### config.mk
export PLATFORM = sky130hd
export DESIGN_NAME = mux_rr_arbiter
export DESIGN_NICKNAME = d
export VERILOG_FILES = /design/src/rtl/mux_rr_arbiter.sv
export SDC_FILE = /design/constraint.sdc
export NUM_CORES = 1
export LEC_CHECK = 0
export ABC_CLOCK_PERIOD_IN_PS = 10800
export CORE_UTILIZATION = 35
export CTS_BUF_LIST = sky130_fd_sc_hd__clkbuf_4 sky130_fd_sc_hd__clkbuf_8 sky130_fd_sc_hd__clkbuf_16
export CTS_CLUSTER_SIZE = 30
export DETAILED_ROUTE_END_ITERATION = 10
export HOLD_SLACK_MARGIN = 0.05
export PLACE_DENSITY_LB_ADDON = 0.25
export SYNTH_ARGS = -nofsm -noshare
export SYNTH_HDL_FRONTEND = slang
export SYNTH_SLANG_ARGS = --single-unit
### constraint.sdc
create_clock -name clock -period 10.8 [get_ports clock]
set_input_delay 2.7 -clock clock [delete_from_list [all_inputs] [get_ports clock]]
set_output_delay 2.7 -clock clock [all_outputs]
set_load 0.005 [all_outputs]
### src/rtl/mux_rr_arbiter.sv
// mux_rr_arbiter: round-robin arbiter that shares one six-input, 3-bit select mux
// among six requesters (u, v, w, x, y, z map to requesters 0..5).
// A grant is held for at most HOLD_MAX cycles. Every release is followed by a
// dead cycle (RELEASE) and then a fresh arbitration (IDLE). This gives a minimum
// two-cycle gap between consecutive grants.
//
// Ports:
//   clock    system clock, rising-edge active
//   resetn   asynchronous active-low reset
//   req      level-sensitive request vector, bit i = requester i
//   grant    registered one-hot grant, zero when no grant is active
//   sel      registered mux select (0..5); holds its last value outside GRANT
//   busy     high while a grant is active
//   timeout  one-cycle pulse when a grant is preempted at HOLD_MAX
module mux_rr_arbiter #(
   parameter int unsigned HOLD_MAX  = 15,
   parameter int unsigned LAST_INIT = 5
) (
   input  logic       clock,
   input  logic       resetn,
   input  logic [5:0] req,
   output logic [5:0] grant,
   output logic [2:0] sel,
   output logic       busy,
   output logic       timeout
);

   localparam logic [1:0] StIdle    = 2'd0;
   localparam logic [1:0] StGrant   = 2'd1;
   localparam logic [1:0] StRelease = 2'd2;

   logic [1:0] state_q, state_d;
   logic [5:0] grant_q, grant_d;
   logic [2:0] sel_q, sel_d;
   logic       busy_q, busy_d;
   logic       timeout_q, timeout_d;
   logic [2:0] last_q, last_d;
   logic [7:0] hold_cnt_q, hold_cnt_d;

   logic       win_found;
   logic [2:0] win_idx;

   // Scan from the requester after the last owner, wrapping modulo 6. The last
   // owner therefore has the lowest priority.
   always_comb begin
      win_found = 1'b0;
      win_idx   = 3'd0;
      for (int k = 1; k <= 6; k++) begin
         if (!win_found && req[(int'(last_q) + k) % 6]) begin
            win_found = 1'b1;
            win_idx   = 3'((int'(last_q) + k) % 6);
         end
      end
   end

   always_comb begin
      state_d    = state_q;
      grant_d    = grant_q;
      sel_d      = sel_q;
      busy_d     = busy_q;
      timeout_d  = 1'b0;
      last_d     = last_q;
      hold_cnt_d = hold_cnt_q;
      case (state_q)
         StIdle: begin
            grant_d = 6'b0;
            busy_d  = 1'b0;
            if (win_found) begin
               state_d    = StGrant;
               grant_d    = 6'b1 << win_idx;
               sel_d      = win_idx;
               busy_d     = 1'b1;
               hold_cnt_d = 8'd1;
            end
         end
         StGrant: begin
            // A dropped request takes precedence over expiry, so no timeout is flagged.
            if (!req[sel_q]) begin
               state_d = StRelease;
               grant_d = 6'b0;
               busy_d  = 1'b0;
               last_d  = sel_q;
            end else if (hold_cnt_q == 8'(HOLD_MAX)) begin
               state_d   = StRelease;
               grant_d   = 6'b0;
               busy_d    = 1'b0;
               last_d    = sel_q;
               timeout_d = 1'b1;
            end else begin
               hold_cnt_d = hold_cnt_q + 8'd1;
            end
         end
         StRelease: begin
            state_d = StIdle;
            grant_d = 6'b0;
            busy_d  = 1'b0;
         end
         default: begin
            state_d = StIdle;
            grant_d = 6'b0;
            busy_d  = 1'b0;
         end
      endcase
   end

   always_ff @(posedge clock or negedge resetn) begin
      if (!resetn) begin
         state_q    <= StIdle;
         grant_q    <= 6'b0;
         sel_q      <= 3'd0;
         busy_q     <= 1'b0;
         timeout_q  <= 1'b0;
         last_q     <= 3'(LAST_INIT);
         hold_cnt_q <= 8'd0;
      end else begin
         state_q    <= state_d;
         grant_q    <= grant_d;
         sel_q      <= sel_d;
         busy_q     <= busy_d;
         timeout_q  <= timeout_d;
         last_q     <= last_d;
         hold_cnt_q <= hold_cnt_d;
      end
   end

   assign grant   = grant_q;
   assign sel     = sel_q;
   assign busy    = busy_q;
   assign timeout = timeout_q;

endmodule

# Word-level counts from Yosys, hierarchy flattened
# Index checks and enable logic that the tools add are counted.
[word_totals] ff_bits=24 inputBits=8 output_inout_bits=11 wordCells=104
[classes] addsub=7 div_mod_pow=6 n_lt_le_gt_ge=7 eq_ne=7 n_shift=1 mux=53 n_reduce_logical=16
[op_table] operator="32-bit by 5-bit less-than comparator with 1-bit output, second input constant" count=6
[op_table] operator="32-bit by 4-bit modulo with 32-bit output, second input constant" count=6
[op_table] operator="1-bit two-way mux" count=25
[op_table] operator="3-bit two-way mux" count=8
[op_table] operator="8-bit two-way mux" count=3
[op_table] operator="1-bit binary-select mux with 3-bit select" count=7
[op_table] operator="6-bit two-way mux" count=3
[op_table] operator="8-bit one-hot mux with 2 select lines" count=1
[op_table] operator="3-bit by 3-bit adder with 4-bit output, second input constant" count=3
[op_table] operator="6-bit one-hot mux with 2 select lines" count=1
[op_table] operator="3-bit by 2-bit adder with 4-bit output, second input constant" count=2
[op_table] operator="8-bit by 1-bit adder with 8-bit output, second input constant" count=1
[op_table] operator="8-bit by 4-bit == test with 1-bit output, second input constant" count=1
[op_table] operator="2-bit two-way mux" count=3
[op_table] operator="2-bit != test, second input constant" count=3
[op_table] operator="2-bit AND reduction" count=3
[op_table] operator="1-bit by 3-bit left shift with 6-bit output, first input constant" count=1
[op_table] operator="1-bit logical AND" count=5
[op_table] operator="1-bit zero test" count=5
[op_table] operator="3-bit by 1-bit adder with 4-bit output, second input constant" count=1
[op_table] operator="3-bit by 4-bit less-than comparator with 1-bit output, second input constant" count=1
[op_table] operator="2-bit one-hot mux with 2 select lines" count=1
[op_table] operator="4-bit AND reduction" count=1
[op_table] operator="3-bit != test, second input constant" count=1
[op_table] operator="5 further kinds" count=5

# Logic depth before layout (Yosys ltp)
[depth] depth_word=24 mapped_depth=16 depth_no_buf=13

# Least setup slack after synthesis
# Ideal clock, no wire load.
[synth_timing] kind="in2reg" start="input port req[3]" end="register grant_q[1] (netlist: grant[1])" arrival_ns=4.431 path_slack_ns=6.247 path_stages=7 path_buffers=0 cell_sequence="mux4_2 nor2b_1 or2_1 nor3_4 a311oi_4 nor4b_4 a32o_1"
[synth_via] elab_chain_len=22
[synth_rtl] element="start, declared" line="21" text="input logic [5:0] req,"
[synth_rtl] element="1-bit binary-select mux with 3-bit select" line="49" text="if (!win_found && req[(int'(last_q) + k) % 6]) begin"
[synth_rtl] element="1-bit two-way mux (implied by the code) (2 in a row)" line="49"
[synth_rtl] element="1-bit two-way mux" line="49"
[synth_rtl] element="1-bit zero test" line="49"
[synth_rtl] element="1-bit logical AND" line="49"
[synth_rtl] element="1-bit two-way mux" line="49"
[synth_rtl] element="1-bit zero test" line="49"
[synth_rtl] element="1-bit logical AND" line="49"
[synth_rtl] element="(+5 left out)"
[synth_rtl] element="1-bit logical AND" line="49"
[synth_rtl] element="1-bit two-way mux" line="49"
[synth_rtl] element="1-bit zero test" line="49"
[synth_rtl] element="1-bit logical AND" line="49"
[synth_rtl] element="3-bit two-way mux" line="49"
[synth_rtl] element="1-bit by 3-bit left shift with 6-bit output" line="70" text="grant_d = 6'b1 << win_idx;"
[synth_rtl] element="6-bit two-way mux" line="68" text="if (win_found) begin"
[synth_rtl] element="6-bit one-hot mux with 2 select lines" line="64" text="case (state_q)"
[synth_rtl] element="end signal, assigned" line="117" text="grant_q <= grant_d;"
[synth_rtl] element="end, declared" line="33" text="logic [5:0] grant_q, grant_d;"
# Several ways; a longest one is shown, not always the timed one. The select of a mux whose other input is x is not followed.
# A chain may end at the register's enable or synchronous reset.

# Worst setup path in the final report
[layout_timing] start="input port req[0]" end="register grant_q[1] (netlist: grant[1])"
# Same word-level chain as after synthesis.

==> flow_summary_export.csv <==
group,metric,value,unit
global_route,grt_pass1_vias,1645,
logic_synthesis,yosys_warnings,0,
drt,detail_route.wirelength,4850,µm
cells_and_area,synthToLayoutAreaGrowth,14.4,%
clock_network,clock_latency,270,ps
global_route,grt_antenna_before_repair,0,
timing,final-max-slew-violation-count,0,
logic_synthesis,syn_area,2070,µm²
timing,worst-slew-pin-transition,1060,ps
clock_network,tritoncts_num_sinks,24,
timing,slew_headroom,0.290,
drt,detail_route.drc_violations,0,
critical_path,path_cells,"clkdlybuf4s50_1 > mux2_2 > nor2_1 > a32o_1 > o31ai_4 > nor3_4 > a311oi_4 > nor4b_4 > a32o_1",
floorplan,rows,27,
floorplan,die-area,6240,µm²
logic_synthesis,number_of_flops_mapped_to_enable_cells_by_yosys,0,
cells_and_area,antennaDiodeCount,0,
drt,detail_route.wl_per_cell,15.4,µm
clock_network,cts_post_setup_buffers_inserted,0,
critical_path,sort_of_element_at_the_start_of_the_critical_path,"input pin",
power_and_ir_drop,worst_ir_drop_vdd,128,µV
status,status,"completed",
timing,finalCriticalPeriod,5300,ps
clock_network,clk_root_buffer_cell,"clkbuf_8",
timing,setup_viol,0,
critical_path,slowest_stage_cell_crit_path,"a311oi_4",
global_route,grtUsageTotal,0.165,
drt,firstDrtPassIters,4,
power_and_ir_drop,post-layout-total-power,0.000865,W
clock_network,cts_tree,"yes",
logic_synthesis,ys_seq_elements,24,
clock_network,cts-resized-gates,0,
timing,timing.final.hold_violations,0,
critical_path,critPathCaptureType,"register",
timing,max_freq,189,MHz
critical_path,cp_common_cell,"a32o_1",
placed_design,detailed_place_hpwl,3580,µm
floorplan,floorplan.core_area,5610,µm²
critical_path,timing_worst_setup_path_type,"input pin to register",
global_route,grt.overflow.total,0,
logic_synthesis,avgSynthCellArea,9.10,µm²
critical_path,cp_data_arrival_time,5510,ps
flow_run,drv.max_cap_violation_count,0,
placed_design,portBuffers,18,
floorplan,ioPinCount,19,
clock_network,cts.clk_slew.worst_paths,90,ps
clock_network,cts.htree.levels,1,
critical_path,critical-path-max-stage-delay,590,ps
logic_synthesis,post_synthesis_cells,228,
drt,routed-via-count,1738,
floorplan,initial_utilization,0.370,
critical_path,worst-endpoint-required,11010,ps
power_and_ir_drop,leakage,0.987,nW
cells_and_area,count_of_nets_after_finishing,263,
clock_network,cts_max_path_buffers,2,
placed_design,gpl.final_weighted_congestion,0.872,
floorplan,chipHeight,79.0,µm
clock_network,hold_buffers,0,
logic_synthesis,post_synth_cell_types,61,
clock_network,numCtsBuffers,3,
timing,post-route-period-util,0.491,
logic_synthesis,synth.net_count,247,
drt,antenna_left,0,
power_and_ir_drop,pwr_density_cell,365,nW/µm²
drt,post_drt_via_cell_ratio,5.52,
logic_synthesis,synth_top_cell_area_share,0.265,
cells_and_area,drive_above_1_share,0.0947,
timing,grt_setup_unrepaired,"false",
cells_and_area,fin_cells,315,
placed_design,instance_count_after_placement_with_tap_cells_included,311,
logic_synthesis,synth_seq_area_share,0.291,
logic_synthesis,yosysTopAreaCell,"dfrtp_1",
logic_synthesis,ys_async_sr_fraction,1.00,
timing,clock_skew,8.41,ps
critical_path,crit_path_max_fanout,15,
hold_path,min_path_type,"register to register",
logic_synthesis,synth.top_cells.by_area,"dfrtp_1 (27%), ha_1 (6.6%), mux2i_1 (4.8%)",
drt,detailedRoute.firstIterationViolations,108,
global_route,global_route_wire_length_before_repair,8070,µm
timing,finalSetupTns,0,ps
floorplan,floorplan.die.width,79.0,µm
global_route,maximum_number_of_pins_on_one_net_before_global_route_repair,25,
logic_synthesis,synth-main-ff-cell,"dfrtp_1",
final timing paths:
path	startpoint	to	slack, ps	cells after the start
max	req[0]	grant[1]$_DFFE_PN0P_	5500	9
min	busy$_DFFE_PN0P_	busy$_DFFE_PN0P_	500	1
max reg2reg	last_q[0]$_DFFE_PN1P_	grant[1]$_DFFE_PN0P_	6280	12
min reg2reg	busy$_DFFE_PN0P_	busy$_DFFE_PN0P_	500	1
max in group asynchronous	resetn	state_q[0]$_DFFE_PN0P_	7160	1
min in group asynchronous	resetn	hold_cnt_q[5]$_DFFE_PN0P_	3000	1
state kept, by name, indices dropped and copies added, names as in the netlist:
name	cells
sel	3
last_q	3
hold_cnt_q	8
busy	1
grant	6
state_q	2
timeout	1
area by class of cell:
class | instances | area (µm²)
multi-input combinational | 180 | 1360
tap | 72 | 90.1
clock buffer | 3 | 41.3
inverter | 17 | 63.8
clock inverter | 1 | 30.0
sequential | 24 | 603
fill | 570 | 3240
timing repair buffer | 18 | 180
per-stage QoR:
| stage | utilization | instance area [µm²] | hold slack [ps] | setup slack [ps] |
|---|---|---|---|---|
| 5_1_grt | 0.423 | 2370 | 534 | 5320 |
| 2_1_floorplan | - | 2070 | 473 | 6250 |
| 3_5_place_dp | 0.410 | 2300 | 469 | 5190 |
| 4_1_cts | 0.423 | 2370 | 500 | 5490 |
| 6_report | 0.423 | 2370 | 498 | 5500 |
| 3_3_place_gp | 0.410 | 2300 | 476 | 5220 |
metal layers:
metal | track usage | vias up | wire, µm
li1 | - | 871 | -
met5 | 0 | - | 0
met4 | 0.0364 | 0 | 28
met3 | 0.0356 | 4 | 206
met1 | 0.249 | 822 | 2580
met2 | 0.237 | 41 | 2040
critical path: cells and delay by family:
family	cells	cell delay, ps
AOI/OAI and AO/OA	4	1450
buffers and inverters	1	530
muxes	1	250
and+or+nand+nor	3	580
cell usage after synthesis, types with 2 or more instances:
cell / n
o311a_1: 2
a2111oi_0: 2
buf_4: 2
nand2_1: 19
xor2_1: 5
nand4_1: 3
o211ai_1: 2
mux2_2: 6
a21boi_0: 2
a211oi_1: 2
dfstp_2: 2
nor4_1: 3
nor2_1: 14
nor3_1: 5
a22o_1: 3
nor2b_1: 8
a21o_1: 4
mux2i_1: 10
nor3b_1: 2
a32o_1: 2
nand3_1: 8
mux4_2: 2
xnor2_1: 2
ha_1: 11
inv_1: 15
o31ai_1: 4
o21a_1: 2
o21ai_0: 10
nand2b_1: 3
dfrtp_1: 22
clkbuf_1: 2
a31oi_1: 2
and3_1: 3
and2_1: 3
o21bai_1: 2
a21oi_1: 13
buf_2: 2
placed cells by master, fill, tap and decap left out, types with 3 or more instances in the layout:
cell type        count
dfrtp_1             22
nand2_1             19
clkdlybuf4s50_1     18
inv_1               15
nor2_1              14
a21oi_1             13
ha_1                11
mux2i_1             10
o21ai_0             10
nor2b_1              8
nand3_1              8
mux2_2               6
xor2_1               5
nor3_1               5
a21o_1               4
o31ai_1              4
and3_1               3
nor4_1               3
nand2b_1             3
and2_1               3
nand4_1              3
a22o_1               3
clkbuf_8             3
cells by family (layout without fill, tap and decap cells):
group	Yosys count	in the layout	share of synthesized area
AO/OA/AOI/OAI	66	66	0.241
XOR/XNOR	9	9	0.0507
adder cells (fa/ha/maj)	11	11	0.0663
buffers and inverters	24	39	0.0519
flip-flops	24	24	0.291
multiplexers	18	18	0.103
AND/OR/NAND/NOR	76	76	0.197
power breakdown:
| group | total, W | internal [W] | switching (W) |
|---|---|---|---|
| clock | 0.0000798 | 0.0000496 | 0.0000302 |
| combinational | 0.000618 | 0.000260 | 0.000358 |
| sequential | 0.000167 | 0.000120 | 0.0000469 |
| total | 0.000865 | 0.000430 | 0.000435 |
No activity file was read; power rests on OpenSTA's default activity.
